==> src/rtl/mips_loader_pkg.sv <==
// Shared types and constants for the MIPS boot-time program loader.
package mips_loader_pkg;

  typedef enum logic [2:0] {
    HDR0,
    HDR1,
    DATA,
    CHK,
    DONE,
    ERR
  } loader_state_t;

  localparam int HDR_BYTES      = 2;
  localparam int BYTES_PER_WORD = 4;

endpackage

==> src/rtl/loader_word_asm.sv <==
// Little-endian 4-byte word assembler: collects bytes into lanes 0..3 and
// presents the finished word with a one-cycle word_valid pulse.
module loader_word_asm
  import mips_loader_pkg::*;
(
  input  logic        clk,
  input  logic        rst,
  input  logic        clr,
  input  logic        in_vld,
  input  logic [7:0]  in_byte,
  output logic [1:0]  lane,
  output logic        word_valid,
  output logic [31:0] word
);

  logic [23:0] low_p0;

  // stage 0: lanes 0..2 held until the top byte arrives
  always_ff @(posedge clk) begin
    if (in_vld) begin
      case (lane)
        2'd0:    low_p0[7:0]   <= in_byte;
        2'd1:    low_p0[15:8]  <= in_byte;
        default: low_p0[23:16] <= in_byte;
      endcase
    end
  end

  // stage 1: completed word and its strobe, registered
  always_ff @(posedge clk) begin
    if (rst) begin
      lane       <= '0;
      word_valid <= 1'b0;
      word       <= '0;
    end else begin
      word_valid <= 1'b0;
      if (clr) begin
        lane <= '0;
      end else if (in_vld) begin
        if (lane == 2'(BYTES_PER_WORD - 1)) begin
          word       <= {in_byte, low_p0};
          word_valid <= 1'b1;
          lane       <= '0;
        end else begin
          lane <= lane + 2'd1;
        end
      end
    end
  end

endmodule

==> src/rtl/mips_prog_loader.sv <==
// Boot loader: parses a count/payload/checksum byte stream, writes words into
// instruction memory and releases the core only after a verified image.
module mips_prog_loader
  import mips_loader_pkg::*;
#(
  parameter int ADDR_W    = 8,
  parameter int BASE_ADDR = 0,
  parameter int MAX_WORDS = 256
) (
  input  logic              clk,
  input  logic              rst,
  input  logic              byte_valid,
  input  logic [7:0]        byte_data,
  output logic              byte_ready,
  input  logic              reload,
  output logic              imem_we,
  output logic [ADDR_W-1:0] imem_addr,
  output logic [31:0]       imem_wdata,
  output logic              cpu_run,
  output logic              done,
  output logic              error,
  output logic [ADDR_W:0]   words_loaded
);

  loader_state_t state;
  logic [15:0]   count;
  logic [7:0]    acc;
  logic [15:0]   hdr_n;
  logic [1:0]    lane;
  logic          accept;
  logic          reload_ok;
  logic          last_lane;

  assign byte_ready = ~rst & (state inside {HDR0, HDR1, DATA, CHK});
  assign accept     = byte_valid & byte_ready;
  assign reload_ok  = reload & (state inside {DONE, ERR});
  assign last_lane  = (lane == 2'(BYTES_PER_WORD - 1));
  assign hdr_n      = {byte_data, count[7:0]};

  loader_word_asm u_asm (
    .clk        (clk),
    .rst        (rst),
    .clr        (reload_ok),
    .in_vld     (accept && (state == DATA)),
    .in_byte    (byte_data),
    .lane       (lane),
    .word_valid (imem_we),
    .word       (imem_wdata)
  );

  // stage 0 -> 1: parse FSM; the write address is registered alongside the word
  always_ff @(posedge clk) begin
    if (rst) begin
      state        <= HDR0;
      count        <= '0;
      acc          <= '0;
      words_loaded <= '0;
      imem_addr    <= '0;
      done         <= 1'b0;
      error        <= 1'b0;
      cpu_run      <= 1'b0;
    end else begin
      case (state)
        HDR0: if (accept) begin
          count[7:0] <= byte_data;
          acc        <= acc ^ byte_data;
          state      <= HDR1;
        end
        HDR1: if (accept) begin
          count[15:8] <= byte_data;
          acc         <= acc ^ byte_data;
          if (32'(hdr_n) > MAX_WORDS) begin
            state <= ERR;
            error <= 1'b1;
          end else if (hdr_n == 16'd0) begin
            state <= CHK;
          end else begin
            state <= DATA;
          end
        end
        DATA: if (accept) begin
          acc <= acc ^ byte_data;
          if (last_lane) begin
            imem_addr    <= ADDR_W'(BASE_ADDR + int'(words_loaded));
            words_loaded <= words_loaded + 1'b1;
            if (32'(words_loaded) + 32'd1 == 32'(count)) state <= CHK;
          end
        end
        CHK: if (accept) begin
          if (byte_data == acc) begin
            state   <= DONE;
            done    <= 1'b1;
            cpu_run <= 1'b1;
          end else begin
            state <= ERR;
            error <= 1'b1;
          end
        end
        DONE, ERR: if (reload_ok) begin
          state        <= HDR0;
          acc          <= '0;
          words_loaded <= '0;
          done         <= 1'b0;
          error        <= 1'b0;
          cpu_run      <= 1'b0;
        end
        default: state <= HDR0;
      endcase
    end
  end

endmodule

==> config.mk <==
export PLATFORM = sky130hd
export DESIGN_NAME = mips_prog_loader
export DESIGN_NICKNAME = d
export VERILOG_FILES = /design/src/rtl/mips_loader_pkg.sv /design/src/rtl/loader_word_asm.sv /design/src/rtl/mips_prog_loader.sv
export SDC_FILE = /design/constraint.sdc
export NUM_CORES = 1
export LEC_CHECK = 0
export BUFFER_PORTS_ARGS = -buffer_cell sky130_fd_sc_hd__buf_2
export CORE_ASPECT_RATIO = 0.9
export CORE_MARGIN = 2
export CORE_UTILIZATION = 36
export CTS_CLUSTER_DIAMETER = 120
export DETAILED_ROUTE_END_ITERATION = 10
export SYNTH_ARGS = -nofsm -noshare
export SYNTH_HDL_FRONTEND = slang
export SYNTH_SLANG_ARGS = --single-unit
==> constraint.sdc <==
create_clock -name clk -period 3.65 [get_ports clk]
set_clock_uncertainty 0.05 [all_clocks]
set_input_delay 0.365 -clock clk [delete_from_list [all_inputs] [get_ports clk]]
set_output_delay 0.365 -clock clk [all_outputs]
set_load 0.03 [all_outputs]
Word-level counts from Yosys, hierarchy flattened
Index checks and enable logic that the tools add are counted.

Register bits: 105. Bits of input ports: 12. Output and inout bits: 54. Word-level logic and storage cells: 102.

$add $sub $neg: 3. Order comparisons: 1. Equal/unequal tests: 20. Muxes and demuxes: 29. Bitwise operators: 8. Reductions and logical operators: 27.

Operator list (count): 9-bit 2-to-1 mux (3); 3-bit 2-to-1 mux (8); 9-bit case mux with 2 select lines (1); 10-bit by 16-bit == test with 1-bit output (1); 16-bit by 9-bit > comparator with 1-bit output (second input constant) (1); 16-bit zero test (1); 8-bit 2-to-1 mux (2); 8-bit case mux with 2 select lines (1); 3-bit case mux with 5 select lines (1); 2-bit != test (second input constant) (7); 9-bit by 1-bit adder with 10-bit output (second input constant) (1); 1-bit 2-to-1 mux (10); 2-bit AND reduction (5); 9-bit by 1-bit adder with 9-bit output (second input constant) (1); 3-bit AND reduction (3); 8-bit == test (1); 2-bit by 1-bit != test with 1-bit output (second input constant) (4); 4-bit AND reduction (2); 2-bit nonzero test (4); 8-bit XOR (1); 7-bit AND reduction (1); 3-bit by 2-bit == test with 1-bit output (second input constant) (2); 3-bit == test (second input constant) (2); 6-bit AND reduction (1); 16 further kinds (24).

Logic depth before layout (Yosys ltp)
Gate-level depths: netlist of run 1.

Word-level depth: 7. Mapped depth: 8. Gate-level depth less buffers: 7.

Hierarchy
A second synthesis of run 1 with hierarchy kept.

Cell total of the unflattened synthesis: 468. Area, all modules: 4732.0 µm².

By module, submodules not included: mips_prog_loader (times used 1, cells an instance 286, area an instance 2371.0 µm², seq. area each 920.9 µm²); loader_word_asm (times used 1, cells an instance 182, area an instance 2361.0 µm², seq. area each 1421.4 µm²).

Least setup slack after synthesis of run 1
Ideal clock, no wire load.

Path type: flip-flop to flip-flop. Start: register words_loaded[0]. End: register state[0]. Library setup time: 121 ps. Arrival time: 2076 ps. Data required time: 3479 ps. Setup slack: 1403 ps. Cell stages (with the launch flop): 8. Path buffers: 0. Clock period less this slack: 2247 ps. Path through: dfxtp_1 ha_1 and3_1 nand3_1 xnor2_1 nand3_1 o32a_1 mux2_4.

Word-level cells in the longest chain between the ends: 4.

Ends and longest elaborated chain: start: declaration (line mips_prog_loader.sv:22) `output logic [ADDR_W:0] words_loaded`; start signal: assignment (line mips_prog_loader.sv:85) `words_loaded <= words_loaded + 1'b1;`; 9-bit by 1-bit adder with 10-bit output (line mips_prog_loader.sv:86) `if (32'(words_loaded) + 32'd1 == 32'(count)) state <= CHK;`; 10-bit by 16-bit == test with 1-bit output (line mips_prog_loader.sv:86); 2-bit by 1-bit != test with 1-bit output (no source line); 7-bit AND reduction (no source line); end signal: assignment (line mips_prog_loader.sv:86); end signal: assignment (line mips_prog_loader.sv:91) `state <= DONE;`; end signal: assignment (line mips_prog_loader.sv:95) `state <= ERR;`; end: declaration (line mips_prog_loader.sv:25) `loader_state_t state;`.

No other way between the ends. A chain may end at the register's enable or synchronous reset.

Worst setup path after layout of run 1
Start: input port rst. End: register words_loaded[6].

Word-level cells in the longest chain between the ends: 5.

Ends and longest elaborated chain: start: declaration (line mips_prog_loader.sv:11) `input logic rst,`; 1-bit inverter (line mips_prog_loader.sv:34) `assign byte_ready = ~rst & (state inside {HDR0, HDR1, DATA, CHK});`; 1-bit AND (line mips_prog_loader.sv:34); 1-bit AND (line mips_prog_loader.sv:35) `assign accept = byte_valid & byte_ready;`; 2-bit != test (no source line); 4-bit AND reduction (no source line).

Parallel ways exist; a longest one is shown, timed or not.

==> results of run 1 <==
## layer usage
layer | vias up | part of all wire [%] | track usage (%)
met3 | 15 | 4.8 | 3.01
met4 | 0 | 1.3 | 5.04
met5 | - | 0 | 0
li1 | 1712 | - | -
met1 | 1624 | 49 | 22.0
met2 | 85 | 45 | 24.3
## worst min-delay path: cells and delay by family
kind	cells	cell delay (ns)
AO/OA/AOI/OAI	1	0.05
buffers and inverters	1	0.11
AND/OR/NAND/NOR	2	0.11
## flip-flops by register name (all words and copies together) (netlist names), 2 cells and up
| name | cells |
|---|---|
| u_asm.word | 32 |
| u_asm.low_p0 | 24 |
| count | 16 |
| words_loaded | 9 |
| acc | 8 |
| imem_addr | 8 |
| state | 3 |
| u_asm.lane | 2 |
## logic make-up after synthesis
group                      Yosys count
AOI/OAI and AO/OA                   94
adders and majority gates            4
DFF                                105
and+or+nand+nor                    196
xor gates and xnor gates            20
muxes                               19
buffers and inverters               42
## where the power goes
part           internal [W]  switching [W]  total, W
Sequential          0.00120      0.0000170   0.00122
Clock              0.000482       0.000463  0.000945
Combinational     0.0000474      0.0000791  0.000127
## cells in the final DEF, fill, tap and decap left out, types with 7 or more instances in the layout
cell and instances:
nand2_1 92, dfxtp_1 81, a21oi_1 65, buf_2 65, nor2_1 45, edfxtp_1 24
o21ai_0 17, mux2i_1 17, xnor2_1 14, nand3b_1 10, clkbuf_16 9, nor3_1 8
nand3_1 7
## stage by stage
step,instance area (um2),worst slack [ns],instances,utilization (%)
3_3_place_gp,4740,0.411,671,39.7
6_report,5040,0.790,687,42.2
4_1_cts,5040,0.715,687,42.2
3_5_place_dp,4740,0.364,671,39.7
2_1_floorplan,4370,1.40,480,-
5_1_grt,5040,0.450,687,42.2
## worst min-delay path by stage
stage	startpoint	to	depth (start not counted)	slack [ns]
floorplan	count[10]$_SDFFE_PP0P_	count[10]$_SDFFE_PP0P_	2	0.41
global placement	u_asm.word[31]$_SDFFE_PP0P_	u_asm.word[31]$_SDFFE_PP0P_	2	0.39
global route	reload	state[2]$_SDFFE_PP0P_	4	0.32
finish	reload	state[2]$_SDFFE_PP0P_	4	0.29
CTS	reload	state[2]$_SDFFE_PP0P_	4	0.29
detailed placement	u_asm.word[5]$_SDFFE_PP0P_	u_asm.word[5]$_SDFFE_PP0P_	2	0.39
## final cells by class
type / count / area (um2)
sequential: 105 / 2340
clock buffer: 9 / 225
inverter: 4 / 15.0
clock inverter: 7 / 72.6
tap: 160 / 200
timing repair buffer: 69 / 355
multi-input combinational: 333 / 1830
fill: 1198 / 6890
==> metrics.md, run 1 <==
| Metric | Value |
|---|---|
| Synth area leader | `dfxtp_1` |
| Synth top area share | `a little under two fifths` |
| First-pass GRT wire length | `16.3 mm` |
| RSZ-0062 raised after global routing | `false` |
| Cts bufs inserted | `9` |
| Clk buf depth | `2` |
| Buf+Inv Stages, Crit Path | `3` |
| CP Max Fanout | `44` |
| Synth Area in XOR/XNOR | `4.01%` |
| Worst-path clk slew | `about 0.07 ns` |
| Compound-Gate Fraction of Synth Area | `11.7%` |
| Final-report hold violation count | `0` |
| Max stage delay on crit path | `between 0.9 and 1 ns` |
| Measured slew at the worst slew-check pin | `1.18 ns` |
| CP Launch Point | `rst` |
| Routed len/inst | `14.4 um` |
| DRT Pass-1 Iters | `5` |
| Largest family of logic cells by synthesized area | `simple AND/OR/NAND/NOR gates` |
| Via count of the first global-routing pass | `3198` |
| Synth area leaders | `dfxtp_1, edfxtp_1, nand2_1` |
| Max frequency | `0.350 GHz` |
| Post-synth ARST share | `0%` |
| Final setup fails | `0` |
| CTS sink count | `105` |
| Clock Latency Late Sink | `0.35 ns` |
| Crit-path cells | `buf_2, nor3b_2, buf_4, nand3_2, clkinv_1, a21o_1, a21oi_1, nor2_1` |
| Max Slew Vio Count | `0` |
| Critical Path Start Type | `input port` |
| Via density | `5.00` |
| Final #Nets | `538` |
| Hold WS | `0.288 ns` |
| Worst hold path type | `input port to register` |
| CP max-delay cell | `clkinv_1` |
| N_diodes | `0` |
| Vias | `3436` |
| CTS H-tree lvls | `3` |
| Overall power | `0.00229 W` |
| Worst r2r src | `state[2]$_SDFFE_PP0P_` |
| CORE AREA | `0.0119 mm2` |
| GPL Wtd Cong | `0.820` |
| Postcts setup bufs | `0` |
| Final period util | `78.4%` |
| DRT antenna net count | `0` |
| Post-Syn Area per Cell | `9.11 um2` |
| Reg2Reg Setup Slack | `0.80 ns` |
| Data required, critical path | `3.82 ns` |
| Sequential area share after synthesis | `53.6%` |
| Die W | `120 um` |
| Final setup TNS | `0 ns` |
| CTS root buf | `clkbuf_16` |
| Die area | `0.0130 mm2` |
| Rel. slew slack | `21.1%` |
| Post-Route WL | `approximately 10 mm` |
| Max-cap viol count | `0` |
| Mux contribution to synthesized area | `4.49%` |
| DRC | `0` |
| Gr ovfl total | `0` |
| Top FF cell, synth | `dfxtp_1` |
| Distinct cells, synth | `46` |
| PostCTS Resize Cnt | `0` |
| Initial antenna violation count | `0` |
| Reg2reg path depth | `7` |
| Final min period | `2.86 ns` |
| Die height | `109 um` |
| Share of cells above drive strength 1 | `around 17%` |
| GRT Total Usage | `15.6%` |
| Initial Utilization | `36.6%` |
| Critical path depth in cells | `8` |
| # port buffers | `65` |
| Crit-path leading delay family | `buffers and inverters` |
| Largest net degree at the start of global routing | `49` |
| Detailed Route Iter0 Violations | `202` |
| Simple-gate share of the synthesized area | `20.4%` |
| Post-detail-place hpwl | `6.72 mm` |
| Number of synthesis warnings | `0` |
| Worst IR Drop VDD | `201 uV` |
| Ports | `66` |
| CP arrival | `3.03 ns` |
| Row count | `38` |
| Synth Cell Area | `about 0.0044 mm2` |
| Status | `finished clean` |
| Setup crit end | `words_loaded[6]$_SDFFE_PP0P_` |
| Area Overhead vs Synth | `15.3%` |
| Top cells by count, synth | `nand2_1, dfxtp_1, a21oi_1` |
| Leakage | `1.90 nW` |
| Cell with the most instances after synthesis | `nand2_1` |
| Pwr/cell area | `454 mW/mm2` |
| Worst Path Class, Setup | `input port to register` |
| Synthesized instance count | `480` |
| Post-synth EDFFs | `24` |
| Yosys reg bits | `105` |
| Reg-to-reg endpoint | `words_loaded[6]$_SDFFE_PP0P_` |
| Adder-cell area share of the yosys netlist | `1.14%` |
| Net Count, Synth | `496` |
| Crit end category | `register` |
| Cts hold-fix bufs | `0` |
| TritonCTS clock tree | `done` |
Note: power is estimated with default switching activity, not from simulation.
==> run 2, diff against run 1 <==
Clock period 3.65 ns to 2.92 ns, I/O delays scaled along.
==> run 2 against run 1 <==
Cell count up 0.44%. Clock power is 39% higher. Wire length is 1.9% higher. Sequential share of layout area decreased by 0.46 points. First-iteration DRC count up 47%. Global-route usage is 0.22 points higher. Largest power group unchanged.
==> metrics.md, run 2 (synthesized netlist as in run 1, its figures left out) <==
| Metric | Value |
|---|---|
| Status | `finished clean` |
| Setup crit end | `state[0]$_SDFFE_PP0P_` |
| Worst r2r src | `words_loaded[0]$_SDFFE_PP0P_` |
| Reg2Reg Setup Slack | `0.69 ns (-0.11 ns)` |
| Largest reg by FF count | `u_asm.word` |
| CORE AREA | `0.0119 mm2 (unchanged)` |
| PostCTS Resize Cnt | `0 (unchanged)` |
| Post-detail-place hpwl | `6.92 mm (+3.0%)` |
| Critical Path Start Type | `register` |
| Commonest non-fill, non-tap cells in the layout | `nand2_1, dfxtp_1, a21oi_1, buf_2, nor2_1` |
| Cts hold-fix bufs | `0 (unchanged)` |
| Die W | `120 um (unchanged)` |
| Worst hold path type | `input port to register` |
| Routed len/inst | `14.6 um (+1.4%)` |
| Final setup TNS | `0 ns (unchanged)` |
| Crit-path cells | `ha_1, and3_1, nand3_1, xnor2_1, nand3_1, o32a_1, mux2_4` |
| Detailed Route Iter0 Violations | `296 (+47%)` |
| Gr ovfl total | `0 (unchanged)` |
| First-pass GRT wire length | `16.3 mm (+0.25%)` |
| Final setup fails | `0 (unchanged)` |
| Post-place setup slack | `0.731 ns (+0.368 ns)` |
| Overall power | `0.00299 W (+31%)` |
| Clock Latency Late Sink | `0.34 ns (about the same)` |
| Die area | `0.0130 mm2 (unchanged)` |
| Fillers | `1217 (+1.6%)` |
| RSZ-0062 raised after global routing | `false` |
| CTS sink count | `105 (unchanged)` |
| Area Overhead vs Synth | `16.4%` |
| Rel. slew slack | `42.5% (+21 points)` |
| DRT Pass-1 Iters | `5 (unchanged)` |
| Reg2reg path depth | `7 (unchanged)` |
| Worst Path Class, Setup | `register to register` |
| Post-Route WL | `10.1 mm (+1.9%)` |
| Clk buf depth | `2 (unchanged)` |
| Reg-to-reg endpoint | `state[0]$_SDFFE_PP0P_` |
| Routed length on met1 | `4.75 mm (-2.2%)` |
| # port buffers | `65 (unchanged)` |
| Max stage delay on crit path | `0.45 ns (-0.53 ns)` |
| Max-cap viol count | `0 (unchanged)` |
| Final-report hold violation count | `0 (unchanged)` |
| Fin area | `0.00509 mm2 (+0.99%)` |
| Final period util | `76.4%` |
| Row count | `38 (unchanged)` |
| Die height | `109 um (unchanged)` |
| Pwr/cell area | `587 mW/mm2 (+29%)` |
| CTS H-tree lvls | `3 (unchanged)` |
| Regs by FF count | `u_asm.word (32), u_asm.low_p0 (24), count (16)` |
| Dpl cell area | `0.00477 mm2 (+0.47%)` |
| Final WS setup | `0.689 ns (-0.101 ns)` |
| N_diodes | `0 (unchanged)` |
| Via density | `5.00 (about the same)` |
| Crit end category | `register` |
| Ports | `66 (unchanged)` |
| Max reg flops | `32 (unchanged)` |
| Leakage | `1.92 nW (+1.3%)` |
| Top cell by count, worst path | `nand3_1` |
| Worst-path clk slew | `0.07 ns (about the same)` |
| CP Launch Point | `words_loaded[0]$_SDFFE_PP0P_` |
| DRT antenna net count | `0 (unchanged)` |
| CP max-delay cell | `dfxtp_1` |
| Commonest non-fill, non-tap cell in the layout | `nand2_1` |
| TritonCTS clock tree | `done` |
| Vias | `3452 (+0.47%)` |
| Max Slew Vio Count | `0 (unchanged)` |
| Hold WS | `0.237 ns (-0.0514 ns)` |
| GPL Wtd Cong | `0.818 (-0.32%)` |
| CP arrival | `2.42 ns (-0.61 ns)` |
| DRC | `0 (unchanged)` |
| Share of cells above drive strength 1 | `17.7% (+0.28 points)` |
| Final #Nets | `541 (+0.56%)` |
| Via count of the first global-routing pass | `3139 (-1.8%)` |
| Top Layer Used | `met4` |
| Initial antenna violation count | `0 (unchanged)` |
| Postcts setup bufs | `0 (unchanged)` |
| Data required, critical path | `3.10 ns (-0.72 ns)` |
| WL met2 | `4.61 mm (+4.0%)` |
| Measured slew at the worst slew-check pin | `0.857 ns (-0.319 ns)` |
| Largest net degree at the start of global routing | `53 (+8.2%)` |
| Worst IR Drop VDD | `298 uV (+48%)` |
| Initial Utilization | `36.6% (unchanged)` |
| Metal3 WL | `604 um (+26%)` |
| CP Max Fanout | `7 (-84%)` |
| Max frequency | `0.448 GHz` |
| GRT Total Usage | `15.9% (+0.22 points)` |
| Cts bufs inserted | `9 (unchanged)` |
| CTS root buf | `clkbuf_16` |
| Final min period | `2.23 ns` |
-- run 2: layout make-up --
cell class / instances / area (um2) / share of cell area [%]
sequential: 105 / 2340 / 46.0
multi-input combinational: 333 / 1830 / 36.0
timing repair buffer: 72 / 378 / 7.42
clock buffer: 9 / 225 / 4.42
tap: 160 / 200 / 3.93
clock inverter: 7 / 100 / 1.97
inverter: 4 / 15.0 / 0.295
-- run 2: through the flow --
step,cells,utilization (%)
2_1_floorplan,480,-
5_1_grt,690,42.7
6_report,690,42.7
3_5_place_dp,674,39.9
4_1_cts,690,42.7
3_3_place_gp,674,39.9
-- run 2: how the worst min path moves through the flow --
stage,start,end,slack [ns],depth (start not counted)
final,reload,state[2]$_SDFFE_PP0P_,0.24,4
after global routing,byte_data[3],u_asm.low_p0[19]$_DFFE_PP_,0.25,1
after CTS,reload,state[2]$_SDFFE_PP0P_,0.23,4
after detailed placement,u_asm.word[13]$_SDFFE_PP0P_,u_asm.word[13]$_SDFFE_PP0P_,0.40,2
after global placement,u_asm.word[31]$_SDFFE_PP0P_,u_asm.word[31]$_SDFFE_PP0P_,0.39,2
after floorplan,byte_data[0],u_asm.low_p0[0]$_DFFE_PP_,0.34,0
-- run 2: power by group --
group,switching (W),internal [W]
combinational,0.0000999,0.0000593
clock,0.000548,0.000761
sequential,0.0000216,0.00150
-- run 2: critical path, delay by kind of cell, from the launching register on --
| family | cells | cell delay, ns |
|---|---|---|
| flip-flops | 1 | 0.45 |
| AO/OA/AOI/OAI | 1 | 0.36 |
| XOR/XNOR | 1 | 0.21 |
| AND/OR/NAND/NOR | 3 | 0.46 |
| adder cells (fa/ha/maj) | 1 | 0.31 |
| multiplexers | 1 | 0.30 |
-- run 2: layer usage --
metal / up-vias / global-route usage, %
met5: - / 0
met3: 10 / 3.85
met1: 1634 / 21.7
met2: 86 / 25.2
li1: 1722 / -
met4: 0 / 4.12
